$ cat config.mk
export PLATFORM = sky130hd
export DESIGN_NAME = sync_fifo_fwft_flat
export DESIGN_NICKNAME = d
export VERILOG_FILES = /design/src/rtl/sync_fifo_pkg.sv /design/src/rtl/sync_fifo_fwft_if.sv /design/src/rtl/sync_fifo_ctrl.sv /design/src/rtl/sync_fifo_fwft.sv /design/src/flat_wrapper.sv
export SDC_FILE = /design/constraint.sdc
export NUM_CORES = 1
export LEC_CHECK = 0
export BUFFER_PORTS_ARGS = -buffer_cell sky130_fd_sc_hd__buf_2
export CAP_MARGIN = 15
export CORE_MARGIN = 2
export CORE_UTILIZATION = 60
export DETAILED_ROUTE_END_ITERATION = 8
export HOLD_SLACK_MARGIN = 0.02
export PLACE_DENSITY_LB_ADDON = 0.3
export REMOVE_ABC_BUFFERS = 1
export SYNTH_ARGS = -nofsm -noshare
export SYNTH_HDL_FRONTEND = slang
export SYNTH_SLANG_ARGS = --single-unit
$ cat constraint.sdc
create_clock -name clk_i -period 4.7 [get_ports clk_i]
set_input_delay 0.705 -clock clk_i [delete_from_list [all_inputs] [get_ports clk_i]]
set_output_delay 0.705 -clock clk_i [all_outputs]
set_load 0.005 [all_outputs]
$ cat src/rtl/sync_fifo_pkg.sv
// sync_fifo_pkg: shared sizing helpers for the synchronous FIFO family
package sync_fifo_pkg;

    function automatic int cnt_width(input int depth);
        return $clog2(depth + 1);
    endfunction

    function automatic int idx_width(input int depth);
        return ($clog2(depth) > 1) ? $clog2(depth) : 1;
    endfunction

endpackage

$ cat src/rtl/sync_fifo_fwft_if.sv
// sync_fifo_fwft_if: push/pop, status and threshold bundle of the FWFT FIFO
interface sync_fifo_fwft_if #(
    parameter int WIDTH = 32,
    parameter int DEPTH = 8
);
    import sync_fifo_pkg::*;
    localparam int CNT_W = cnt_width(DEPTH);

    logic             flush_i;
    logic             push_i;
    logic [WIDTH-1:0] data_i;
    logic             full_o;
    logic             pop_i;
    logic [WIDTH-1:0] data_o;
    logic             empty_o;
    logic [CNT_W-1:0] level_o;
    logic [CNT_W-1:0] afull_thresh_i;
    logic [CNT_W-1:0] aempty_thresh_i;
    logic             almost_full_o;
    logic             almost_empty_o;
    logic             overflow_o;
    logic             underflow_o;
    logic             err_clr_i;

    modport slave (
        input  flush_i, push_i, data_i, pop_i, afull_thresh_i, aempty_thresh_i, err_clr_i,
        output full_o, data_o, empty_o, level_o, almost_full_o, almost_empty_o,
               overflow_o, underflow_o
    );

    modport master (
        output flush_i, push_i, data_i, pop_i, afull_thresh_i, aempty_thresh_i, err_clr_i,
        input  full_o, data_o, empty_o, level_o, almost_full_o, almost_empty_o,
               overflow_o, underflow_o
    );
endinterface

$ cat src/rtl/sync_fifo_ctrl.sv
// sync_fifo_ctrl: indices, level, flags and accept logic of the FWFT FIFO (no data path)
module sync_fifo_ctrl
    import sync_fifo_pkg::*;
#(
    parameter  int DEPTH   = 8,
    parameter  int OUT_REG = 1,
    localparam int SD      = (OUT_REG != 0) ? DEPTH - 1 : DEPTH,
    localparam int CNT_W   = cnt_width(DEPTH),
    localparam int IW      = idx_width(SD)
) (
    input  logic             clk_i,
    input  logic             rst_ni,
    input  logic             flush_i,
    input  logic             push_i,
    input  logic             pop_i,
    input  logic             err_clr_i,
    input  logic [CNT_W-1:0] afull_thresh_i,
    input  logic [CNT_W-1:0] aempty_thresh_i,
    output logic             full_o,
    output logic             empty_o,
    output logic [CNT_W-1:0] level_o,
    output logic             almost_full_o,
    output logic             almost_empty_o,
    output logic             overflow_o,
    output logic             underflow_o,
    output logic             wr_en_o,
    output logic [IW-1:0]    wr_idx_o,
    output logic [IW-1:0]    rd_idx_o,
    output logic             rd_adv_o,
    output logic             bypass_o
);
    logic             push_acc, pop_acc;
    logic [CNT_W-1:0] level_q, level_d;
    logic [IW-1:0]    wr_q, wr_d, rd_q, rd_d;
    logic             full_q, full_d, empty_q, empty_d;
    logic             ovf_q, ovf_d, udf_q, udf_d;

    function automatic logic [IW-1:0] inc(input logic [IW-1:0] i);
        return (i == IW'(SD - 1)) ? '0 : i + IW'(1);
    endfunction

    assign push_acc = ~flush_i & push_i & (~full_q | pop_i);
    assign pop_acc  = ~flush_i & pop_i & ~empty_q;
    // The output register takes data_i directly when storage has nothing older to offer
    assign bypass_o = (OUT_REG != 0) & push_acc & (empty_q | (pop_acc & (level_q == CNT_W'(1))));
    // With an output register, level 1 lives entirely in that register, so storage is untouched
    assign rd_adv_o = pop_acc & ((OUT_REG == 0) | (level_q > CNT_W'(1)));
    assign wr_en_o  = push_acc & ~bypass_o;

    // Next-state for level, indices, status flops and sticky error flags
    always_comb begin
        level_d = flush_i ? '0 :
                  (push_acc & ~pop_acc) ? level_q + CNT_W'(1) :
                  (pop_acc & ~push_acc) ? level_q - CNT_W'(1) : level_q;
        wr_d    = flush_i ? '0 : wr_en_o ? inc(wr_q) : wr_q;
        rd_d    = flush_i ? '0 : rd_adv_o ? inc(rd_q) : rd_q;
        full_d  = level_d == CNT_W'(DEPTH);
        empty_d = level_d == '0;
        ovf_d   = (~flush_i & push_i & full_q & ~pop_i) | (ovf_q & ~err_clr_i);
        udf_d   = (~flush_i & pop_i & empty_q) | (udf_q & ~err_clr_i);
    end

    // Control state register
    always_ff @(posedge clk_i or negedge rst_ni) begin
        if (!rst_ni) begin
            level_q <= '0;
            wr_q    <= '0;
            rd_q    <= '0;
            full_q  <= 1'b0;
            empty_q <= 1'b1;
            ovf_q   <= 1'b0;
            udf_q   <= 1'b0;
        end else begin
            level_q <= level_d;
            wr_q    <= wr_d;
            rd_q    <= rd_d;
            full_q  <= full_d;
            empty_q <= empty_d;
            ovf_q   <= ovf_d;
            udf_q   <= udf_d;
        end
    end

    assign full_o         = full_q;
    assign empty_o        = empty_q;
    assign level_o        = level_q;
    assign almost_full_o  = level_q >= afull_thresh_i;
    assign almost_empty_o = level_q <= aempty_thresh_i;
    assign overflow_o     = ovf_q;
    assign underflow_o    = udf_q;
    assign wr_idx_o       = wr_q;
    assign rd_idx_o       = rd_q;
endmodule

$ cat src/rtl/sync_fifo_fwft.sv
// sync_fifo_fwft: single-clock first-word-fall-through FIFO, any depth, optional output register
module sync_fifo_fwft
    import sync_fifo_pkg::*;
#(
    parameter  int WIDTH   = 32,
    parameter  int DEPTH   = 8,
    parameter  int OUT_REG = 1,
    localparam int SD      = (OUT_REG != 0) ? DEPTH - 1 : DEPTH,
    localparam int IW      = idx_width(SD)
) (
    input  logic            clk_i,
    input  logic            rst_ni,
    sync_fifo_fwft_if.slave bus
);
    logic             wr_en, rd_adv, bypass;
    logic [IW-1:0]    wr_idx, rd_idx;
    logic [WIDTH-1:0] mem_q [SD];

    sync_fifo_ctrl #(.DEPTH(DEPTH), .OUT_REG(OUT_REG)) u_ctrl (
        .clk_i          (clk_i),
        .rst_ni         (rst_ni),
        .flush_i        (bus.flush_i),
        .push_i         (bus.push_i),
        .pop_i          (bus.pop_i),
        .err_clr_i      (bus.err_clr_i),
        .afull_thresh_i (bus.afull_thresh_i),
        .aempty_thresh_i(bus.aempty_thresh_i),
        .full_o         (bus.full_o),
        .empty_o        (bus.empty_o),
        .level_o        (bus.level_o),
        .almost_full_o  (bus.almost_full_o),
        .almost_empty_o (bus.almost_empty_o),
        .overflow_o     (bus.overflow_o),
        .underflow_o    (bus.underflow_o),
        .wr_en_o        (wr_en),
        .wr_idx_o       (wr_idx),
        .rd_idx_o       (rd_idx),
        .rd_adv_o       (rd_adv),
        .bypass_o       (bypass)
    );

    // Storage array write port; contents are never reset
    always_ff @(posedge clk_i) begin
        if (wr_en) mem_q[wr_idx] <= bus.data_i;
    end

    if (OUT_REG != 0) begin : g_reg
        logic [WIDTH-1:0] out_q, out_d;
        // Head register refills from data_i on bypass, otherwise from the oldest stored entry
        always_comb begin
            out_d = bypass ? bus.data_i : rd_adv ? mem_q[rd_idx] : out_q;
        end
        // Head register flop
        always_ff @(posedge clk_i or negedge rst_ni) begin
            if (!rst_ni) out_q <= '0;
            else         out_q <= out_d;
        end
        assign bus.data_o = out_q;
    end else begin : g_comb
        assign bus.data_o = mem_q[rd_idx];
    end
endmodule
$ cat src/flat_wrapper.sv
// flat-port wrapper written by rule: the top's interface ports become plain ports
module sync_fifo_fwft_flat import sync_fifo_pkg::*;
#(
    parameter  int WIDTH   = 32,
    parameter  int DEPTH   = 8,
    parameter  int OUT_REG = 1,
    localparam int SD      = (OUT_REG != 0) ? DEPTH - 1 : DEPTH,
    localparam int IW      = idx_width(SD)
)
  (clk_i, rst_ni, bus_flush_i, bus_push_i, bus_data_i, bus_pop_i, bus_afull_thresh_i, bus_aempty_thresh_i, bus_err_clr_i, bus_full_o, bus_data_o, bus_empty_o, bus_level_o, bus_almost_full_o, bus_almost_empty_o, bus_overflow_o, bus_underflow_o);
  sync_fifo_fwft_if #(.WIDTH(WIDTH), .DEPTH(DEPTH)) bus_i ();
  input  logic clk_i;
  input  logic rst_ni;
  input wire logic [$bits(bus_i.flush_i)-1:0] bus_flush_i;
  input wire logic [$bits(bus_i.push_i)-1:0] bus_push_i;
  input wire logic [$bits(bus_i.data_i)-1:0] bus_data_i;
  input wire logic [$bits(bus_i.pop_i)-1:0] bus_pop_i;
  input wire logic [$bits(bus_i.afull_thresh_i)-1:0] bus_afull_thresh_i;
  input wire logic [$bits(bus_i.aempty_thresh_i)-1:0] bus_aempty_thresh_i;
  input wire logic [$bits(bus_i.err_clr_i)-1:0] bus_err_clr_i;
  output wire logic [$bits(bus_i.full_o)-1:0] bus_full_o;
  output wire logic [$bits(bus_i.data_o)-1:0] bus_data_o;
  output wire logic [$bits(bus_i.empty_o)-1:0] bus_empty_o;
  output wire logic [$bits(bus_i.level_o)-1:0] bus_level_o;
  output wire logic [$bits(bus_i.almost_full_o)-1:0] bus_almost_full_o;
  output wire logic [$bits(bus_i.almost_empty_o)-1:0] bus_almost_empty_o;
  output wire logic [$bits(bus_i.overflow_o)-1:0] bus_overflow_o;
  output wire logic [$bits(bus_i.underflow_o)-1:0] bus_underflow_o;
  assign bus_i.flush_i = bus_flush_i;
  assign bus_i.push_i = bus_push_i;
  assign bus_i.data_i = bus_data_i;
  assign bus_i.pop_i = bus_pop_i;
  assign bus_i.afull_thresh_i = bus_afull_thresh_i;
  assign bus_i.aempty_thresh_i = bus_aempty_thresh_i;
  assign bus_i.err_clr_i = bus_err_clr_i;
  assign bus_full_o = bus_i.full_o;
  assign bus_data_o = bus_i.data_o;
  assign bus_empty_o = bus_i.empty_o;
  assign bus_level_o = bus_i.level_o;
  assign bus_almost_full_o = bus_i.almost_full_o;
  assign bus_almost_empty_o = bus_i.almost_empty_o;
  assign bus_overflow_o = bus_i.overflow_o;
  assign bus_underflow_o = bus_i.underflow_o;
  sync_fifo_fwft #(.WIDTH(WIDTH), .DEPTH(DEPTH), .OUT_REG(OUT_REG)) u_core (.clk_i(clk_i), .rst_ni(rst_ni), .bus(bus_i));
endmodule
==> key figures, run 1 <==
Route
  • Post-DRT Antenna Nets: 0
  • 1st-pass router iterations: 6
  • Starting DRT DRC Count: 611
  • Post-route DRC: 0
  • Routed vias/inst: 6.30
  • Vias: 6,403
  • Overall routed net length: 23,300 µm
  • WL/cell: 22.9 µm

Synth
  • Most frequent cell after synthesis: edfxtp_1
  • Post-synth EDFFs: 224
  • Ys async rst share: 0.170
  • Synth Cell Area: ~0.011 mm²
  • Top post-synthesis cells by count: edfxtp_1 (224), nand2_1 (77), nand3_1 (67)
  • Post-synth top area share: 0.608
  • Count of unique library cells instantiated by Yosys: between 40 and 50
  • Mean Syn Cell Area: approximately 16 µm²
  • Synth area leaders: edfxtp_1 (61%), dfrtp_1 (10%), mux4_2 (6.5%)
  • Synth Register Bits: 270
  • Yosys warning total: 0
  • Largest area contributor in the netlist: edfxtp_1
  • Cells after synthesis: ~700
  • Part of the Yosys area used for sequential elements: 0.713
  • Primary FF master, synth: edfxtp_1

Floorplanning
  • Die X: 140 µm
  • Rows: 49
  • Die area: 0.0195 mm²
  • DIE HEIGHT: 140 µm
  • Core Area: about 0.018 mm²
  • Starting density of the core: 0.613
  • I/O pins: 88

Power and ir drop
  • Worst VDD drop: 255 µV
  • Total power: 5.44 mW
  • Pwr dens: 433 mW/mm²
  • Pleak: roughly 4.2 nW
  • Sw Ratio: 0.227
  • Reg power frac: 0.517
  • Comb pwr share: 0.093
  • Clock power share: 0.390
  • Total net switching power: 1.23 mW
  • Int Pwr: 4.21 mW

Finish
  • Nets: ~830
  • Area growth syn-to-layout: 13.5%
  • # fillers: 1,178
  • Fraction of layout cells with a size suffix above 1: 0.256
  • Post-Layout Cell Count: about 1,000
  • Total inserted antenna cells: 0

STA
  • Post-route minimum period: 2940 ps
  • Unrepaired setup endpoints after global routing: no
  • Max Fclk: 340 MHz
  • Final setup viols: 0
  • Worst Tran Pin Value: ~1100 ps
  • Slew Limit Fails: 0
  • Setup TNS: 0 ps
  • Final period utilization: 0.627
  • Endpoints failing hold: 0
  • Clock skew: 6.91 ps
  • Max-slew headroom: 0.250

Setup path
  • Critical path arrival: between 3000 and 4000 ps
  • Reg2Reg Depth: 7
  • Critical Path Start Type: register
  • Maximum fanout along the worst path: 24
  • CP Capture Type: register
  • Critical Path RT: 4930 ps
  • Setup CP Type: register to register

Clock network
  • Post-CTS Setup Inserts: 0
  • Post_cts resized: 0
  • Hold-fix buffers at CTS: 0
  • TritonCTS clock tree: built
  • CTS root buf: clkbuf_16
  • CTS Buf Count: 27
  • Clock transition at the registers of the reported paths: 60 ps
  • H-tree depth: 1
  • Worst-Skew Late Latency: 530 ps
  • CTS Sinks: 270
  • Bufs on Longest Clock Path: 3

Placed design
  • IO buf count: 87
  • Cell count after placement: 968
  • DPL Wire Length: about 13,000 µm
  • Routability cong.: 0.887

Status
  • Status: complete, no violations

GRT
  • Total gr overflow: 0
  • Vias in the first global route: 6,569
  • Global-route wire length before repair: 36,900 µm
  • Tot GR Track Use: 0.243
  • Initial antenna violation count: 1
  • Largest net degree at the start of global routing: 67

Run
  • Maxcap violations: 0

Min path
  • HP Class: input port to async pin
[critical path, stage by stage, from the launching register on]
cell and delay [ps]:
dfrtp_1 510, inv_1 110, ha_1 250, a31oi_4 250, nand2_1 140, or2_1 340
nor3_2 740, buf_12 280
[power groups by stage]
stage	sequential (mW)	combinational, mW	clock (mW)
detailed placement	2.86	0.510	0
CTS	2.82	0.511	2.14
finish	2.81	0.505	2.12
floorplan	2.86	0.243	0
global placement	2.85	0.486	0
global route	2.83	0.563	2.24
[layout make-up]
| cell class | count | area, µm² | share of cell area |
|---|---|---|---|
| Timing Repair Buffer | 97 | 536 | 0.0427 |
| Clock buffer | 35 | 726 | 0.0578 |
| Sequential cell | 270 | 7890 | 0.628 |
| Clock inverter | 14 | 151 | 0.0121 |
| Inverter | 12 | 45.0 | 0.00359 |
| Tap cell | 229 | 287 | 0.0228 |
| Multi-Input combinational cell | 360 | 2920 | 0.233 |
[cells by family after synthesis]
| family | count (synthesis) | share of synthesized area |
|---|---|---|
| and+or+nand+nor | 187 | 0.0815 |
| muxes | 65 | 0.0954 |
| adders and majority gates | 11 | 0.0124 |
| DFF | 270 | 0.713 |
| buffers and inverters | 57 | 0.0287 |
| xor gates and xnor gates | 2 | 0.00158 |
| AOI/OAI and AO/OA | 95 | 0.0678 |
[flip-flops by register name, summed over array words and instances (netlist names)]
signal and flops:
u_core.bus.data_o 32, u_core.u_ctrl.level_o 4, u_core.u_ctrl.underflow_o 1, u_core.u_ctrl.empty_o 1, u_core.u_ctrl.overflow_o 1, u_core.u_ctrl.full_o 1
u_core.mem_q 224, u_core.u_ctrl.rd_idx_o 3, u_core.u_ctrl.wr_idx_o 3
[worst paths after layout]
| path | startpoint | to | slack, ps |
|---|---|---|---|
| max | u_core.u_ctrl.level_o[1]$_DFF_PN0_ | u_core.mem_q[4][14]$_DFFE_PP_ | 1760 |
| min | rst_ni | u_core.bus.data_o[11]$_DFFE_PN0P_ | 130 |
| max reg2reg | u_core.u_ctrl.level_o[1]$_DFF_PN0_ | u_core.mem_q[4][14]$_DFFE_PP_ | 1760 |
| min reg2reg | u_core.bus.data_o[15]$_DFFE_PN0P_ | u_core.bus.data_o[15]$_DFFE_PN0P_ | 510 |
| max in group asynchronous | rst_ni | u_core.u_ctrl.rd_idx_o[1]$_DFFE_PN0P_ | 3740 |
| min in group clk_i | bus_err_clr_i | u_core.u_ctrl.overflow_o$_DFF_PN0_ | 370 |
[layer usage]
layer  vias to the layer above  share of wire  GRT usage
met4                         2          0.017     0.0553
met5                         -        0.00056          0
met3                        39          0.070     0.0392
li1                       2831              -          -
met2                       283           0.50      0.413
met1                      3248           0.41      0.338
[metrics by stage]
stage / setup WS [ps] / util / area, µm² / hold slack (ps)
2_1_floorplan: 596 / - / 10800 / 409
3_3_place_gp: 1530 / 0.648 / 11700 / 491
3_5_place_dp: 1410 / 0.648 / 11700 / 499
4_1_cts: 1740 / 0.696 / 12600 / 138
5_1_grt: 1590 / 0.696 / 12600 / 150
6_report: 1760 / 0.696 / 12600 / 132
[placed cells by master, fill, tap and decap left out, types with 8 or more instances in the layout]
cell type / instances
o211ai_1: 56
buf_4: 8
nand2_1: 77
clkbuf_16: 27
o211ai_2: 9
nor2_1: 11
ha_1: 11
a21oi_1: 10
buf_2: 87
inv_1: 12
edfxtp_1: 224
mux2i_1: 32
nand3_1: 67
dfrtp_1: 42
mux4_2: 32
Power figures use the tool's default switching activity.
==> run 2: changes to the inputs <==
--- a/config.mk
+++ b/config.mk
@@ -8,7 +8,7 @@
 export BUFFER_PORTS_ARGS = -buffer_cell sky130_fd_sc_hd__buf_2
 export CAP_MARGIN = 15
 export CORE_MARGIN = 2
-export CORE_UTILIZATION = 60
+export CORE_UTILIZATION = 54
 export DETAILED_ROUTE_END_ITERATION = 8
 export HOLD_SLACK_MARGIN = 0.02
 export PLACE_DENSITY_LB_ADDON = 0.3
==> constraint.sdc (replaced) <==
create_clock -name clk_i -period 2.5 [get_ports clk_i]
set_input_delay 0.375 -clock clk_i [delete_from_list [all_inputs] [get_ports clk_i]]
set_output_delay 0.375 -clock clk_i [all_outputs]
set_load 0.005 [all_outputs]
==> run 2 against run 1 <==
Net effect: critical path depth increased by 1; final cell count increased by 7.0%; non-clock buffer count increased by 30; flip-flop and latch count unchanged; largest cell class unchanged; largest power group unchanged.
==> key figures, run 2 (synthesis gave the netlist of run 1 again) <==
Status
  • Status: complete, no violations (unchanged)

Floorplanning
  • Starting density of the core: 0.548 (was 0.613)
  • I/O pins: 88 (unchanged)
  • Die X: 147 µm (was 140 µm)
  • Rows: 52 (was 49)
  • Die area: 0.0216 mm² (was 0.0195 mm²)
  • Core Area: 0.0202 mm² (was 0.0180 mm²)
  • DIE HEIGHT: 147 µm (was 140 µm)

Clock network
  • CTS root buf: clkbuf_16 (unchanged)
  • Clock transition at the registers of the reported paths: 60 ps (about the same)
  • CTS Buf Count: 27 (unchanged)
  • CTS Sinks: 270 (unchanged)
  • Bufs on Longest Clock Path: 3 (unchanged)
  • TritonCTS clock tree: built (unchanged)
  • Worst-Skew Late Latency: 540 ps (was 530 ps)
  • Hold-fix buffers at CTS: 0 (unchanged)
  • H-tree depth: 1 (unchanged)

Power and ir drop
  • Total power: 10.1 mW (was 5.44 mW)
  • Worst VDD drop: 756 µV (was 255 µV)
  • Pleak: 4.42 nW (was 4.24 nW)
  • Pwr dens: 782 mW/mm² (was 433 mW/mm²)

Finish
  • # fillers: 1,423 (was 1,178)
  • Post-Layout Cell Count: 1,088 (was 1,017)
  • Cell area after layout: 0.0130 mm² (was 0.0126 mm²)
  • Fraction of layout cells with a size suffix above 1: 0.290 (was 0.256)
  • Largest Register: u_core.mem_q (unchanged)
  • Total inserted antenna cells: 0 (unchanged)
  • Max reg flops: 224 (unchanged)
  • Nets: 855 (was 825)
  • Most frequent cells in the layout: edfxtp_1 (224), buf_2 (87), nand2_1 (77) (unchanged)
  • Area growth syn-to-layout: 17.1% (was 13.5%)
  • Commonest non-fill, non-tap cell in the layout: edfxtp_1 (unchanged)

GRT
  • Largest net degree at the start of global routing: 44 (was 67)
  • Tot GR Track Use: 0.219 (was 0.243)
  • Global-route wire length before repair: 36,700 µm (was 36,900 µm)
  • Vias in the first global route: 6,570 (was 6,569)
  • Initial antenna violation count: 0 (was 1)
  • Total gr overflow: 0 (unchanged)

Route
  • Starting DRT DRC Count: 530 (was 611)
  • Routed vias/inst: 5.93 (was 6.30)
  • WL/cell: 21.6 µm (was 22.9 µm)
  • Overall routed net length: 23,500 µm (was 23,300 µm)
  • 1st-pass router iterations: 5 (was 6)
  • Vias: 6,454 (was 6,403)
  • Post-DRT Antenna Nets: 0 (unchanged)
  • Post-route DRC: 0 (unchanged)

Setup path
  • Setup CP Type: register to output pin (was register to register)
  • Critical path's slowest cell: dfrtp_2 (was nor3_2)
  • Critical path arrival: 2040 ps (was 3170 ps)
  • Crit-path most repeated cell: nand2b_1
  • Maximum fanout along the worst path: 7 (was 24)
  • Worst path max stage delay: 460 ps (was 740 ps)
  • Critical Path RT: 2120 ps (was 4930 ps)
  • Cell Chain, Critical Path: inv_4 > ha_1 > nand2b_1 > a21oi_1 > nor2b_1 > o21ai_0 > nand2b_1 > buf_2 (was inv_1 > ha_1 > a31oi_4 > nand2_1 > or2_1 > nor3_2 > buf_12)
  • CP Capture Type: output pin (was register)
  • Critical Path Start Type: register (unchanged)

Run
  • Maxcap violations: 0 (unchanged)

STA
  • Max Fclk: ~410 MHz
  • Unrepaired setup endpoints after global routing: no (unchanged)
  • Max-slew headroom: 0.341 (was 0.250)
  • Slew Limit Fails: 0 (unchanged)
  • Post-route minimum period: 2420 ps
  • WHS: 4.27 ps (was 132 ps)
  • Final setup viols: 0 (unchanged)
  • Clock skew: 11.1 ps (was 6.91 ps)
  • Final period utilization: 0.967
  • Worst Tran Pin Value: 988 ps (was 1120 ps)
  • Endpoints failing hold: 0 (unchanged)

Placed design
  • Routability cong.: 0.884 (was 0.887)
  • Placed cell area: 0.0121 mm² (was 0.0117 mm²)
  • IO buf count: 87 (unchanged)
  • DPL Wire Length: 14,500 µm (was 13,500 µm)
  • Cell count after placement: 1,036 (was 968)

Min path
  • HP Class: input port to async pin (unchanged)
==> run 2: cell types whose count changed in the layout (fill, tap and decap cells not counted), moves of 2 or more <==
cell | previous run | this run
buf_4 | 8 | 27
clkbuf_8 | 2 | 4
bufinv_16 | 3 | 1
buf_12 | 2 | 12
==> run 2: area by class of cell <==
cell class | count | area [µm²] | area share
Tap cell | 270 | 338 | 0.0261
Clock inverter | 12 | 86.3 | 0.00667
Multi-Input combinational cell | 360 | 2950 | 0.228
Timing Repair Buffer | 127 | 890 | 0.0687
Sequential cell | 270 | 7890 | 0.609
Clock buffer | 37 | 753 | 0.0582
Inverter | 12 | 47.5 | 0.00367
==> run 2: timing repair <==
item                                    4_1_cts  5_1_grt
endpoints found under the hold margin         0        0
pin swaps                                     1        3
setup buffers                                 0        3
endpoints found under the setup margin        2        2
resized for setup                             5        5
==> run 2: worst paths after layout <==
| check | end | depth (start not counted) | startpoint | slack (ps) |
|---|---|---|---|---|
| worst max-delay path | bus_almost_full_o | 8 | u_core.u_ctrl.level_o[0]$_DFF_PN0_ | 80 |
| worst min-delay path | u_core.bus.data_o[7]$_DFFE_PN0P_ | 1 | rst_ni | 4 |
| worst max register to register | u_core.mem_q[2][11]$_DFFE_PP_ | 6 | u_core.u_ctrl.level_o[0]$_DFF_PN0_ | 270 |
| worst min register to register | u_core.bus.data_o[18]$_DFFE_PN0P_ | 2 | u_core.bus.data_o[18]$_DFFE_PN0P_ | 500 |
| max in group asynchronous | u_core.bus.data_o[26]$_DFFE_PN0P_ | 2 | rst_ni | 1750 |
| min in group clk_i | u_core.u_ctrl.overflow_o$_DFF_PN0_ | 2 | bus_err_clr_i | 50 |
==> run 2: per-layer routing <==
| layer | vias up | track usage | share of wire |
|---|---|---|---|
| li1 | 2890 | - | - |
| met1 | 3288 | 0.310 | 0.42 |
| met2 | 242 | 0.368 | 0.50 |
| met3 | 34 | 0.0323 | 0.062 |
| met4 | 0 | 0.0500 | 0.016 |
| met5 | - | 0 | 0 |
==> run 2: worst max-delay path: cells and delay by family, from the launching register on <==
| family | cells | cell delay [ps] |
|---|---|---|
| AND/OR/NAND/NOR | 3 | 260 |
| adder cells (fa/ha/maj) | 1 | 280 |
| buffers and inverters | 2 | 200 |
| flip-flops | 1 | 460 |
| AO/OA/AOI/OAI | 2 | 310 |
==> run 2: stage by stage <==
step / TNS [ps] / util / setup slack, ps
3_3_place_gp: 0 / 0.598 / 295
6_report: 0 / 0.642 / 83.4
3_5_place_dp: 0 / 0.598 / 269
5_1_grt: 0 / 0.642 / 1.81
4_1_cts: 0 / 0.640 / 25.6
2_1_floorplan: -203740 / - / -1490
==> run 2: where the power goes <==
group / total [mW] / switching (mW) / internal (mW)
Combinational: 1.05 / 0.567 / 0.481
Sequential: 5.27 / 0.142 / 5.12
Clock: 3.81 / 1.61 / 2.20
Total: 10.1 / 2.32 / 7.81
==> run 3: changes to the inputs <==
--- a/config.mk
+++ b/config.mk
@@ -7,8 +7,7 @@
 export LEC_CHECK = 0
 export BUFFER_PORTS_ARGS = -buffer_cell sky130_fd_sc_hd__buf_2
 export CAP_MARGIN = 15
-export CORE_MARGIN = 2
-export CORE_UTILIZATION = 54
+export CORE_UTILIZATION = 60
 export DETAILED_ROUTE_END_ITERATION = 8
 export HOLD_SLACK_MARGIN = 0.02
 export PLACE_DENSITY_LB_ADDON = 0.3
==> constraint.sdc (replaced) <==
create_clock -name clk_i -period 2.33 [get_ports clk_i]
set_input_delay 0.3495 -clock clk_i [delete_from_list [all_inputs] [get_ports clk_i]]
set_output_delay 0.3495 -clock clk_i [all_outputs]
set_load 0.005 [all_outputs]
==> run 3 against run 2 <==
Net effect: final cell count shrank 2.9%; routed wire length grew 1.7%; via count grew 2.8%; first-iteration DRC count grew 35%; highest routed layer unchanged; critical path depth is the same; critical endpoint is now bus_almost_empty_o; global-route usage grew 4.2 points.
==> key figures, run 3 (synthesis gave the netlist of run 1 again) <==
STA
  • Setup TNS: 0 ps (unchanged)
  • Max-slew headroom: 0.479 (was 0.341)
  • Final setup viols: 0 (unchanged)
  • Unrepaired setup endpoints after global routing: yes (was no)
  • Worst Tran Pin Value: 781 ps (was 988 ps)
  • Post-route minimum period: 2300 ps
  • Final period utilization: 0.986
  • Endpoints failing hold: 0 (unchanged)
  • Slew Limit Fails: 0 (unchanged)
  • Worst setup margin: 33.1 ps (was 83.4 ps)
  • Clock skew: 21.2 ps (was 11.1 ps)
  • Max Fclk: 435 MHz

Power and ir drop
  • Pwr dens: 856 mW/mm² (was 782 mW/mm²)
  • Pleak: 4.49 nW (was 4.42 nW)
  • Total power: 11.2 mW (was 10.1 mW)
  • Worst VDD drop: 720 µV (was 756 µV)

Clock network
  • TritonCTS clock tree: built (unchanged)
  • CTS root buf: clkbuf_16 (unchanged)
  • Worst-Skew Late Latency: 540 ps (about the same)
  • H-tree depth: 1 (unchanged)
  • CTS Sinks: 270 (unchanged)
  • Clock transition at the registers of the reported paths: 60 ps (about the same)
  • CTS Buf Count: 26 (was 27)
  • Bufs on Longest Clock Path: 3 (unchanged)

Placed design
  • Placed cell area: 0.0120 mm² (was 0.0121 mm²)
  • IO buf count: 87 (unchanged)
  • Routability cong.: 0.876 (was 0.884)
  • Setup WS pre-CTS: -79.2 ps (was 269 ps)
  • DPL Wire Length: 14,300 µm (was 14,500 µm)

Finish
  • # fillers: 1,141 (was 1,423)
  • Fraction of layout cells with a size suffix above 1: 0.305 (was 0.290)
  • Cell area after layout: 0.0130 mm² (about the same)
  • Final Util: 0.724 (was 0.642)
  • Nets: 863 (was 855)
  • Area growth syn-to-layout: 18.0% (was 17.1%)
  • Most frequent cells in the layout: edfxtp_1 (224), buf_2 (87), nand2_1 (77) (unchanged)
  • Largest Register: u_core.mem_q (unchanged)
  • Commonest non-fill, non-tap cell in the layout: edfxtp_1 (unchanged)
  • Max reg flops: 224 (unchanged)

GRT
  • Tot GR Track Use: 0.261 (was 0.219)
  • Global-route wire length before repair: 36,800 µm (was 36,700 µm)
  • Vias in the first global route: 6,697 (was 6,570)
  • Total gr overflow: 0 (unchanged)
  • Largest net degree at the start of global routing: 48 (was 44)
  • Initial antenna violation count: 1 (was 0)

Floorplanning
  • Die X: 138 µm (was 147 µm)
  • Rows: 49 (was 52)
  • I/O pins: 88 (unchanged)
  • Die area: 0.0190 mm² (was 0.0216 mm²)
  • DIE HEIGHT: 138 µm (was 147 µm)
  • Starting density of the core: 0.613 (was 0.548)
  • Core Area: 0.0180 mm² (was 0.0202 mm²)

Route
  • Post-route DRC: 0 (unchanged)
  • Routed vias/inst: 6.28 (was 5.93)
  • Overall routed net length: 23,900 µm (was 23,500 µm)
  • 1st-pass router iterations: 7 (was 5)
  • Vias: 6,632 (was 6,454)
  • Starting DRT DRC Count: 717 (was 530)
  • WL/cell: 22.6 µm (was 21.6 µm)
  • Post-DRT Antenna Nets: 0 (unchanged)

Setup path
  • Critical path arrival: 1950 ps (was 2040 ps)
  • CP Capture Type: output pin (unchanged)
  • Setup CP Type: register to output pin (unchanged)
  • Critical Path Start Type: register (unchanged)
  • Maximum fanout along the worst path: 3 (was 7)
  • Critical Path RT: 1980 ps (was 2120 ps)

Min path
  • HP Class: input port to register (was input port to async pin)

Status
  • Status: complete, no violations (unchanged)

Run
  • Maxcap violations: 0 (unchanged)
## run 3: changes by cell type in the layout (fill, tap and decap cells not counted), sizes merged
cell,previous run,this run
diode,0,1
clkbuf,37,29
buf,127,134
dlygate4sd3,0,1
bufinv,1,4
clkinvlp,1,4
clkinv,9,11
## run 3: per-layer routing
metal | vias to the layer above | global-route usage | wire length, µm
li1 | 2908 | - | -
met1 | 3379 | 0.357 | 9570
met2 | 289 | 0.439 | 12100
met3 | 56 | 0.0342 | 1560
met4 | 0 | 0.0857 | 641
met5 | - | 0 | 0
## run 3: worst max-delay path, stage by stage (launching register included)
cell and delay [ps]:
dfrtp_1 390, buf_6 130, ha_4 260, nor2b_4 130
o21ai_2 50, nand2b_1 90, a21oi_2 60, a41o_1 190
buf_2 120
## run 3: final timing paths
kind	slack [ps]	cells after the start	end	startpoint
max	30	8	bus_almost_empty_o	u_core.u_ctrl.level_o[1]$_DFF_PN0_
min	30	2	u_core.u_ctrl.overflow_o$_DFF_PN0_	bus_err_clr_i
max reg2reg	50	9	u_core.mem_q[2][14]$_DFFE_PP_	u_core.u_ctrl.level_o[0]$_DFF_PN0_
min reg2reg	510	2	u_core.bus.data_o[16]$_DFFE_PN0P_	u_core.bus.data_o[16]$_DFFE_PN0P_
max in group asynchronous	1180	3	u_core.bus.data_o[12]$_DFFE_PN0P_	rst_ni
min in group asynchronous	430	2	u_core.bus.data_o[2]$_DFFE_PN0P_	rst_ni
## run 3: final cells by class
| cell class | count | area [µm²] | share of cell area |
|---|---|---|---|
| sequential | 270 | 7890 | 0.605 |
| multi-input combinational | 360 | 2960 | 0.227 |
| inverter | 12 | 45.0 | 0.00345 |
| antenna | 1 | 2.50 | 0.000192 |
| clock inverter | 20 | 229 | 0.0176 |
| timing repair buffer | 136 | 965 | 0.0739 |
| tap | 229 | 287 | 0.0220 |
| clock buffer | 28 | 668 | 0.0512 |
## run 3: timing repair
action	in CTS	in global routing
hold buffers	1	0
setup endpoints to repair	15	107
setup buffers	2	5
endpoints found under the hold margin	25	0
pin swaps	3	7
gates cloned	0	1
gates resized for setup	9	10
## run 3: stage by stage
step	cells	hold slack [ps]
floorplan	642	53.9
global placement	998	449
detailed placement	998	462
CTS	1049	22.3
global route	1056	31.8
finish	1056	29.4
## run 3: power breakdown
group | leakage (nW) | switching [mW] | internal, mW
clock | 0.430 | 1.80 | 2.54
combinational | 1.46 | 0.620 | 0.530
sequential | 2.60 | 0.180 | 5.50
total | 4.49 | 2.60 | 8.56
